### src/rtl/arcade_input_mapper.sv
// arcade_input_mapper
//
// Player-input front end for arcade cores. PS/2 key events are decoded
// into key latches and ORed with per-player joystick words. Coin inputs
// are stretched to a fixed pulse length. Each player gets autofire on
// button 0. Every game-side output is registered and active-low, except
// pause_req_o, which is active-high.
//
// Ports
//   clk_49m_i    sole clock
//   reset_i      synchronous reset, active-low
//   ps2_key_i    [10] toggles once per event, [9] pressed, [7:0] scancode
//   joy_i        16 bits per player, active-high:
//                R, L, D, U, buttons, start, coin, pause
//   af_en_i      autofire enable, one bit per player
//   af_rate_i    autofire half-period select: 2, 4, 8 or 16 ticks
//   p_dir_o      {down, up, right, left} per player, active-low
//   p_btn_o      fire buttons per player, active-low
//   start_o      start per player, active-low
//   coin_o       stretched coin per player, active-low
//   service_o    service key, active-low
//   pause_req_o  pause request level, active-high
//
// Coin stretcher states (one instance per player)
//   state       | meaning
//   COIN_IDLE   | output released; waiting for a raw rising edge
//   COIN_ACTIVE | output asserted; coin_cnt_q counts down to 0

module arcade_input_mapper #(
    parameter int PLAYERS     = 2,
    parameter int BUTTONS     = 1,
    parameter int COIN_CYCLES = 4_915_200,
    parameter int COIN_SHARED = 1,
    parameter int AF_PRESCALE = 491_520
) (
    input  logic                       clk_49m_i,
    input  logic                       reset_i,
    input  logic [10:0]                ps2_key_i,
    input  logic [PLAYERS*16-1:0]      joy_i,
    input  logic [PLAYERS-1:0]         af_en_i,
    input  logic [1:0]                 af_rate_i,
    output logic [PLAYERS*4-1:0]       p_dir_o,
    output logic [PLAYERS*BUTTONS-1:0] p_btn_o,
    output logic [PLAYERS-1:0]         start_o,
    output logic [PLAYERS-1:0]         coin_o,
    output logic                       service_o,
    output logic                       pause_req_o
);

    localparam int CW = $clog2(COIN_CYCLES);
    localparam logic [CW-1:0] COIN_LAST = CW'(COIN_CYCLES - 1);
    localparam int PW = (AF_PRESCALE > 1) ? $clog2(AF_PRESCALE) : 1;
    localparam logic [PW-1:0] PRESC_LAST = PW'(AF_PRESCALE - 1);

    // Key latch layout:
    //   0..3   start 1..4
    //   4..7   coin 1..4
    //   8      service
    //   9      pause
    //   10+4p  {down, up, right, left} for players 0 and 1
    //   18+4p  buttons 0..3 for players 0 and 1
    localparam int NKEY = 26;

    typedef enum logic {
        COIN_IDLE   = 1'b0,
        COIN_ACTIVE = 1'b1
    } coin_state_e;

    // ------------------------------------------------------------------
    // Keyboard event detect and key latches
    // ------------------------------------------------------------------
    logic            ps2_tog_q;
    logic            key_evt;
    logic [NKEY-1:0] key_q, key_d;
    logic            key_hit;
    logic [4:0]      key_idx;
    int              key_ply;
    int              key_btn;

    assign key_evt = ps2_key_i[10] ^ ps2_tog_q;

    always_comb begin
        key_hit = 1'b1;
        key_idx = 5'd0;
        key_ply = 0;
        key_btn = 0;
        case (ps2_key_i[7:0])
            8'h16: begin key_idx = 5'd0;  key_ply = 0; end
            8'h1E: begin key_idx = 5'd1;  key_ply = 1; end
            8'h26: begin key_idx = 5'd2;  key_ply = 2; end
            8'h25: begin key_idx = 5'd3;  key_ply = 3; end
            8'h2E: begin key_idx = 5'd4;  key_ply = 0; end
            8'h36: begin key_idx = 5'd5;  key_ply = 1; end
            8'h3D: begin key_idx = 5'd6;  key_ply = 2; end
            8'h3E: begin key_idx = 5'd7;  key_ply = 3; end
            8'h46: begin key_idx = 5'd8;  end
            8'h4D: begin key_idx = 5'd9;  end
            8'h6B: begin key_idx = 5'd10; key_ply = 0; end
            8'h74: begin key_idx = 5'd11; key_ply = 0; end
            8'h75: begin key_idx = 5'd12; key_ply = 0; end
            8'h72: begin key_idx = 5'd13; key_ply = 0; end
            8'h1C: begin key_idx = 5'd14; key_ply = 1; end
            8'h23: begin key_idx = 5'd15; key_ply = 1; end
            8'h1D: begin key_idx = 5'd16; key_ply = 1; end
            8'h1B: begin key_idx = 5'd17; key_ply = 1; end
            8'h14: begin key_idx = 5'd18; key_ply = 0; key_btn = 0; end
            8'h11: begin key_idx = 5'd19; key_ply = 0; key_btn = 1; end
            8'h29: begin key_idx = 5'd20; key_ply = 0; key_btn = 2; end
            8'h12: begin key_idx = 5'd21; key_ply = 0; key_btn = 3; end
            8'h2A: begin key_idx = 5'd22; key_ply = 1; key_btn = 0; end
            8'h32: begin key_idx = 5'd23; key_ply = 1; key_btn = 1; end
            8'h31: begin key_idx = 5'd24; key_ply = 1; key_btn = 2; end
            8'h3A: begin key_idx = 5'd25; key_ply = 1; key_btn = 3; end
            default: key_hit = 1'b0;
        endcase

        key_d = key_q;
        // Keys belonging to absent players or buttons never set a latch.
        if (key_evt && key_hit && (key_ply < PLAYERS) && (key_btn < BUTTONS)) begin
            key_d[key_idx] = ps2_key_i[9];
        end
    end

    always_ff @(posedge clk_49m_i) begin
        if (!reset_i) begin
            ps2_tog_q <= 1'b0;
            key_q     <= '0;
        end else begin
            ps2_tog_q <= ps2_key_i[10];
            key_q     <= key_d;
        end
    end

    // ------------------------------------------------------------------
    // Autofire prescaler, shared by all players
    // ------------------------------------------------------------------
    logic [PW-1:0] presc_q;
    logic          af_tick;
    logic [3:0]    af_half_m1;

    assign af_tick = (presc_q == PRESC_LAST);

    always_ff @(posedge clk_49m_i) begin
        if (!reset_i) begin
            presc_q <= '0;
        end else begin
            presc_q <= af_tick ? '0 : presc_q + 1'b1;
        end
    end

    always_comb begin
        af_half_m1 = 4'd1;
        case (af_rate_i)
            2'd0: af_half_m1 = 4'd1;
            2'd1: af_half_m1 = 4'd3;
            2'd2: af_half_m1 = 4'd7;
            2'd3: af_half_m1 = 4'd15;
            default: af_half_m1 = 4'd1;
        endcase
    end

    // ------------------------------------------------------------------
    // Per-player merge, coin stretcher and autofire
    // ------------------------------------------------------------------
    logic [PLAYERS*4-1:0]       dir_raw;
    logic [PLAYERS*BUTTONS-1:0] btn_raw;
    logic [PLAYERS-1:0]         start_raw;
    logic [PLAYERS-1:0]         coin_joy;
    logic [PLAYERS-1:0]         pause_joy;
    logic [PLAYERS-1:0]         coin_raw;
    logic [PLAYERS-1:0]         b0_next;

    always_comb begin
        coin_raw = '0;
        for (int p = 0; p < PLAYERS; p++) begin
            coin_raw[p] = key_q[4+p] | ((COIN_SHARED != 0) ? 1'b0 : coin_joy[p]);
        end
        if (COIN_SHARED != 0) begin
            coin_raw[0] = coin_raw[0] | (|coin_joy);
        end
    end

    for (genvar p = 0; p < PLAYERS; p++) begin : g_player
        logic [15:0] j;
        logic [3:0]  kdir;
        logic [3:0]  kbtn;
        logic        unused_j;

        assign j = joy_i[16*p +: 16];

        // Only players 1 and 2 have directional and button keys.
        if (p < 2) begin : g_keys
            assign kdir = key_q[10+4*p +: 4];
            assign kbtn = key_q[18+4*p +: 4];
        end else begin : g_nokeys
            assign kdir = 4'b0000;
            assign kbtn = 4'b0000;
        end

        // kdir is {down, up, right, left}; joystick is R, L, D, U in bits 0..3.
        assign dir_raw[4*p+0] = kdir[0] | j[1];
        assign dir_raw[4*p+1] = kdir[1] | j[0];
        assign dir_raw[4*p+2] = kdir[2] | j[3];
        assign dir_raw[4*p+3] = kdir[3] | j[2];

        for (genvar k = 0; k < BUTTONS; k++) begin : g_btn
            assign btn_raw[p*BUTTONS+k] = kbtn[k] | j[4+k];
        end

        assign start_raw[p] = key_q[p] | j[4+BUTTONS];
        assign coin_joy[p]  = j[5+BUTTONS];
        assign pause_joy[p] = j[6+BUTTONS];
        assign unused_j     = ^{j, kbtn};

        // Coin stretcher
        coin_state_e    coin_state_q, coin_state_d;
        logic [CW-1:0]  coin_cnt_q, coin_cnt_d;
        logic           coin_prev_q;

        always_comb begin
            coin_state_d = coin_state_q;
            coin_cnt_d   = coin_cnt_q;
            case (coin_state_q)
                COIN_IDLE: begin
                    if (coin_raw[p] && !coin_prev_q) begin
                        coin_state_d = COIN_ACTIVE;
                        coin_cnt_d   = COIN_LAST;
                    end
                end
                COIN_ACTIVE: begin
                    if (coin_cnt_q == '0) begin
                        coin_state_d = COIN_IDLE;
                    end else begin
                        coin_cnt_d = coin_cnt_q - 1'b1;
                    end
                end
                default: coin_state_d = COIN_IDLE;
            endcase
        end

        always_ff @(posedge clk_49m_i) begin
            if (!reset_i) begin
                coin_state_q <= COIN_IDLE;
                coin_cnt_q   <= '0;
                coin_prev_q  <= 1'b0;
            end else begin
                coin_state_q <= coin_state_d;
                coin_cnt_q   <= coin_cnt_d;
                coin_prev_q  <= coin_raw[p];
            end
        end

        // The state register is the output register for the coin line.
        assign coin_o[p] = (coin_state_q != COIN_ACTIVE);

        // Autofire on button 0
        logic       af_prev_q;
        logic       af_phase_q, af_phase_d;
        logic [3:0] af_cnt_q, af_cnt_d;
        logic       b0;

        assign b0 = btn_raw[p*BUTTONS];

        always_comb begin
            af_phase_d = af_phase_q;
            af_cnt_d   = af_cnt_q;
            if (b0 && !af_prev_q) begin
                af_phase_d = 1'b1;
                af_cnt_d   = 4'd0;
            end else if (b0 && af_tick) begin
                // >= so a rate change that leaves cnt past the new limit
                // still toggles on the next tick.
                if (af_cnt_q >= af_half_m1) begin
                    af_cnt_d   = 4'd0;
                    af_phase_d = ~af_phase_q;
                end else begin
                    af_cnt_d = af_cnt_q + 4'd1;
                end
            end
        end

        always_ff @(posedge clk_49m_i) begin
            if (!reset_i) begin
                af_prev_q  <= 1'b0;
                af_phase_q <= 1'b1;
                af_cnt_q   <= 4'd0;
            end else begin
                af_prev_q  <= b0;
                af_phase_q <= af_phase_d;
                af_cnt_q   <= af_cnt_d;
            end
        end

        // Using the next phase lets the first shot land with the press.
        assign b0_next[p] = af_en_i[p] ? (b0 & af_phase_d) : b0;
    end

    // ------------------------------------------------------------------
    // Output registers
    // ------------------------------------------------------------------
    logic [PLAYERS*4-1:0]       p_dir_d, p_dir_q;
    logic [PLAYERS*BUTTONS-1:0] p_btn_d, p_btn_q;
    logic [PLAYERS-1:0]         start_d, start_q;
    logic                       service_d, service_q;
    logic                       pause_d, pause_q;

    always_comb begin
        p_dir_d = ~dir_raw;
        p_btn_d = ~btn_raw;
        for (int p = 0; p < PLAYERS; p++) begin
            p_btn_d[p*BUTTONS] = ~b0_next[p];
        end
        start_d   = ~start_raw;
        service_d = ~key_q[8];
        pause_d   = key_q[9] | (|pause_joy);
    end

    always_ff @(posedge clk_49m_i) begin
        if (!reset_i) begin
            p_dir_q   <= '1;
            p_btn_q   <= '1;
            start_q   <= '1;
            service_q <= 1'b1;
            pause_q   <= 1'b0;
        end else begin
            p_dir_q   <= p_dir_d;
            p_btn_q   <= p_btn_d;
            start_q   <= start_d;
            service_q <= service_d;
            pause_q   <= pause_d;
        end
    end

    assign p_dir_o     = p_dir_q;
    assign p_btn_o     = p_btn_q;
    assign start_o     = start_q;
    assign service_o   = service_q;
    assign pause_req_o = pause_q;

    logic unused_sink;
    assign unused_sink = ^{ps2_key_i[8], key_q};

endmodule
### config.mk
export PLATFORM = sky130hd
export DESIGN_NAME = arcade_input_mapper
export DESIGN_NICKNAME = d
export VERILOG_FILES = /design/src/rtl/arcade_input_mapper.sv
export SDC_FILE = /design/constraint.sdc
export NUM_CORES = 1
export LEC_CHECK = 0
export CELL_PAD_IN_SITES_DETAIL_PLACEMENT = 1
export CELL_PAD_IN_SITES_GLOBAL_PLACEMENT = 1
export CORE_MARGIN = 1
export CORE_UTILIZATION = 42
export CTS_CLUSTER_SIZE = 25
export DETAILED_ROUTE_END_ITERATION = 16
export PLACE_DENSITY_LB_ADDON = 0.1
export REMOVE_ABC_BUFFERS = 1
export SLEW_MARGIN = 10
export SYNTH_ARGS = -nofsm -noshare
export SYNTH_HDL_FRONTEND = slang
export SYNTH_SLANG_ARGS = --single-unit
### constraint.sdc
create_clock -name clk_49m_i -period 3.1 [get_ports clk_49m_i]
set_input_delay 0.465 -clock clk_49m_i [delete_from_list [all_inputs] [get_ports clk_49m_i]]
set_output_delay 0.465 -clock clk_49m_i [all_outputs]
set_load 0.05 [all_outputs]
Word level (Yosys, flattened, before mapping)

Cells that the tools add are included.

$add $sub $neg: 5
$lt $le $gt $ge: 6
Equal/unequal tests: 34
Muxes and demuxes: 30
Bitwise operators: 27
Reductions and logical operators: 31

Operators with widths:

| kind                    | count |
|---|---|
| $pmux W5 S25            | 1 |
| $eq A8 B6 Y1 const B    | 12 |
| $mux W23                | 4 |
| $pmux W23 S2            | 2 |
| $eq A8 B5 Y1 const B    | 8 |
| $eq A8 B7 Y1 const B    | 6 |
| $logic_not A23 Y1       | 2 |
| $sub A23 B1 Y23 const B | 2 |
| $lt A32 B2 Y1 const B   | 1 |
| $lt A32 B3 Y1 const B   | 1 |
| $bwmux W26              | 1 |
| $reduce_or A26 Y1       | 1 |
| $reduce_or A2 Y1        | 10 |
| $add A19 B1 Y19 const B | 1 |
| $eq A19 B19 Y1 const B  | 1 |
| $pmux W4 S4             | 1 |
| $mux W1                 | 14 |
| $or A1 B1 Y1            | 14 |
| $pmux W2 S3             | 2 |
| $logic_and A1 B1 Y1     | 10 |
| $reduce_or A10 Y1       | 1 |
| $add A4 B1 Y4 const B   | 2 |
| $ge A4 B4 Y1            | 2 |
| $mux W4                 | 2 |
| other kinds (16)        | 32 |

Flip-flop bits (word level): 122
Bits of input ports: 49
Logic and storage cells: 153

Logic depth before layout (Yosys ltp)

Gate-level depths: netlist of the first run.

Word-level depth: 9
Depth in mapped cells: 10
Depth with buffers taken out: 9

Worst setup path after synthesis of the first run

No wires, ideal clock.

Path kind: input to register
From: input ps2_key_i[7]
To: register key_q[11]
Library setup time: 0.135 ns
Arrival: 2.303 ns
Required time: 2.965 ns
Setup slack: 0.662 ns
Stages: 8
Path buffers: 1
Cell sequence: clkbuf_1 or4b_2 o2bb2ai_1 nand2_1 and4_1 nand2b_1 o311ai_0 o41ai_1

Word-level cells in the longest chain between the ends: 7

RTL lines:

| what                                                                  | RTL line | source |
|---|---|---|
| start: declaration                                                    | 38       | `input logic [10:0] ps2_key_i,` |
| parallel branches: the longest is 7 deep, another holds $lt A32 B3 Y1 | --       |  |
| end signal: assignment                                                | 130      | `key_q <= key_d;` |
| end: declaration                                                      | 74       | `logic [NKEY-1:0] key_q, key_d;` |

Several ways; the timed one is not identified.
A chain may end at the register's enable or synchronous reset.

Worst setup path after layout of the first run

From: input ps2_key_i[4]
To: register key_q[0]

Same word-level chain as after synthesis.

==> results of run 1 <==
==> cell families after synthesis <==
family | synth area share [%]
AOI/OAI and AO/OA | 15.4
xor gates and xnor gates | 9.25
adders and majority gates | 2.51
buffers and inverters | 3.44
DFF | 40.8
muxes | 2.00
and+or+nand+nor | 26.6
==> synthesized netlist by cell type, types with 13 or more instances <==
master / number
dfxtp_1: 112
nor2_1: 72
nand2_1: 46
a21oi_1: 38
xnor2_1: 29
xor2_1: 29
nor3_1: 28
clkbuf_1: 23
o21ai_0: 19
inv_1: 14
nand3_1: 14
nand2b_1: 13
nand4_1: 13
nor4_1: 13
==> state kept, by name, summed over array words and instances, names as in the netlist, 2 cells and up <==
register,cells
g_player.af_cnt_q,8
g_player.coin_prev_q,2
key_q,16
p_btn_o,2
g_player.coin_cnt_q,46
g_player.af_prev_q,2
start_o,2
presc_q,19
g_player.af_phase_q,2
p_dir_o,8
g_player.coin_state_q,2
==> power breakdown <==
group | leakage, nW | switching, W | internal, W
Clock | 0.139 | 0.000535 | 0.000624
Sequential | 0.914 | 0.0000404 | 0.00148
Combinational | 1.41 | 0.000242 | 0.000170
Total | 2.46 | 0.000817 | 0.00228
==> how the worst min path moves through the flow <==
| stage | from | end | cells after the start |
|---|---|---|---|
| final | key_q[8] | service_o | 1 |
| after global routing | key_q[8] | service_o | 1 |
| after CTS | key_q[16] | p_dir_o[6] | 1 |
| after detailed placement | key_q[8] | service_o | 1 |
| after global placement | key_q[8] | service_o | 1 |
| after floorplan | key_q[8] | service_o | 1 |
==> layout make-up <==
cell class                 instances  share of cell area (%)
clock buffer                      10                    3.47
clock inverter                     5                   0.854
inverter                          15                   0.854
multi-input combinational        473                    46.5
sequential                       112                    34.0
tap                              172                    3.27
timing repair buffer              78                    11.0
==> per-layer routing <==
metal	part of all wire (%)	track usage, %
met2	50	38.1
met4	0.85	4.62
met3	2.1	4.41
met5	0	0
met1	47	26.7
==> cells in the final DEF (no fill, tap or decap), drive strengths merged, types with 7 or more instances in the layout <==
cell	count
nor2b	8
nand2b	13
clkdlybuf4s50	47
and3	9
xor2	29
nand2	46
clkbuf	10
nand4	13
nor2	72
mux2i	11
o21ai	20
a21oi	38
or3	12
a211oi	9
nor3	30
o41ai	9
xnor2	29
ha	11
o311ai	9
nor4b	7
nand3	14
buf	31
nor4	13
dfxtp	112
inv	16
==> worst register-to-register path: stages, from the launching register on <==
cell and delay [ns]:
dfxtp_1 0.35, nor4_1 0.47, or4b_4 0.56, nor2_1 0.19, nand3_1 0.29, or4_1 0.55
a21oi_1 0.14
==> stage by stage <==
step / utilization, % / hold slack [ns] / setup WS [ns]
after global placement: 49.8 / 0.434 / -0.00152
final: 52.0 / 0.453 / 0.211
after global routing: 52.0 / 0.493 / 0.000366
after floorplan: - / 0.363 / 0.760
after CTS: 52.0 / 0.453 / 0.277
after detailed placement: 49.8 / 0.429 / -0.0571
==> reports/qor.csv, run 1 <==
stage;metric;value;unit
setup_path;CP endpoint;key_q[0];
routing;Post-route DRC;0;
clock_tree;clk_lat worst skew;0.35;ns
sta;Final setup viols;0;
synth;post-synthesis sequential area ratio;40.8;%
sta;Hold Violations, Final;0;
sta;Final Slew Violations;0;
synth;Async S/R FF share, synth;0;%
clock_tree;Num Clock Sinks;112;
routing;number of routed nets with antenna violations;0;
clock_tree;postcts setup bufs;0;
die;Initial Util;43.4;%
place;DP Cell Count;850;
setup_path;crit path kind;in2reg;
sta;Rel. slew slack;40.4;%
setup_path;CP top delay family;simple AND/OR/NAND/NOR gates;
setup_path;Setup crit end kind;flop;
setup_path;CP startpoint kind;input port;
setup_path;slowest CP cell;nor2_1;
power_and_ir_drop;P per Cell Area;470;nW/um^2
layout;ratio of cells with drive above 1 in the final layout;8.95;%
clock_tree;Post-CTS Hold Fix Bufs;0;
global_routing;grt ovf;0;
layout;Non-Filler Instances;865;
routing;TritonRoute pass-1 iters;4;
synth;Cell variety after synth;66;
global_routing;vias in the first global route;4778;
power_and_ir_drop;Tot Pwr;0.00310;W
die;Std-Cell Core Area;12700;sq um
layout;area of the multi-input gates;3060;sq um
die;total die area;13500;sq um
clock_tree;CTS tree;built;
setup_path;CP startpoint;ps2_key_i[4];
die;Top Ports;65;
global_routing;first-pass GRT wire length;23000;um
place;Post-DP HPWL;9840;um
layout;register area;2240;sq um
place;post-place instance area;6300;sq um
synth;Main synth FF type;dfxtp_1;
clock_tree;Post-CTS Resized;0;
setup_path;crit-path cells;clkdlybuf4s50_1 -> buf_4 -> nor2b_1 -> and4b_1 -> o21bai_1 -> nor2_1 -> nand4_1 -> o31ai_1 -> a21oi_1;
setup_path;logic depth of the worst register-to-register path;6;
synth;Mapped Cells;631;
power_and_ir_drop;VDD IR max;0.234;mV
routing;vias per std cell;5.51;
place;gpl congestion;0.873;
synth;number of synthesized flops with an enable pin;0;
setup_path;Worst Path Required;3.31;ns
die;die width;116;um
clock_tree;cts bufs inserted;9;
sta;setup TNS;0;ns
power_and_ir_drop;P_leak;2.46;nW
clock_tree;H-tree levels;3;
layout;nets;749;
clock_tree;root buffer cell;clkbuf_16;
sta;minimum clock period after layout;2.89;ns
synth;Yosys Warn Count;0;
setup_path;CP Max Fanout;16;
routing;drt first-iter violations;165;
setup_path;flop2flop setup slack;0.49;ns
routing;Post-Route WL;13700;um
setup_path;R2R Path Start;g_player[1].coin_cnt_q[2];
global_routing;antenna violations before repair;0;
layout;Finished Cell Area;6590;sq um
synth;largest area contributor in the netlist;dfxtp_1;
routing;vias;4769;
job;total of max-cap violations;0;
setup_path;worst flop-to-flop path endpoint;g_player[1].coin_cnt_q[20];
global_routing;pin count of the biggest net entering global routing;35;
die;cell row count;41;
setup_path;critical path depth;9;
status;status;finished clean;
layout;fill cell count;1499;
die;die height;116;um
synth;Synth Register Bits;112;
global_routing;Total GRT Usage;21.5;%
clock_tree;Reg clk slew, reported paths;0.07;ns
sta;worst-margin pin slew;0.890;ns
hold_path;HP Class;reg2reg;
sta;Final Skew;0.00685;ns
routing;WL per Instance;15.9;um
layout;Layout area overhead;19.9;%
synth;post-synth top area share;40.8;%
place;Port Buffers;47;
synth;Synth area leaders;dfxtp_1 (41%), nor2_1 (4.9%), xnor2_1 (4.6%), xor2_1 (4.6%), a21oi_1 (3.5%);
setup_path;Critical path buffers and inverters;2;
setup_path;CP max stage delay;0.69;ns
setup_path;crit path DAT;3.10;ns
sta;Highest Clock Rate;0.346;GHz
layout;Diodes inserted;0;
synth;Synth Cell Area;5490;sq um
sta;RSZ-0062 raised after global routing;no;
synth;syn_area_per_cell;8.71;sq um
sta;Period Utilization, post-route;93.2;%
clock_tree;clk buf depth;2;
Note: power is estimated with default switching activity, not from simulation.
==> run 2: changes to the inputs <==
- CAP_MARGIN: default -> 30
- SKIP_LAST_GASP: default -> 1
==> results of run 2 <==
No change in the layout: final DEF, timing and power equal those of run 1.
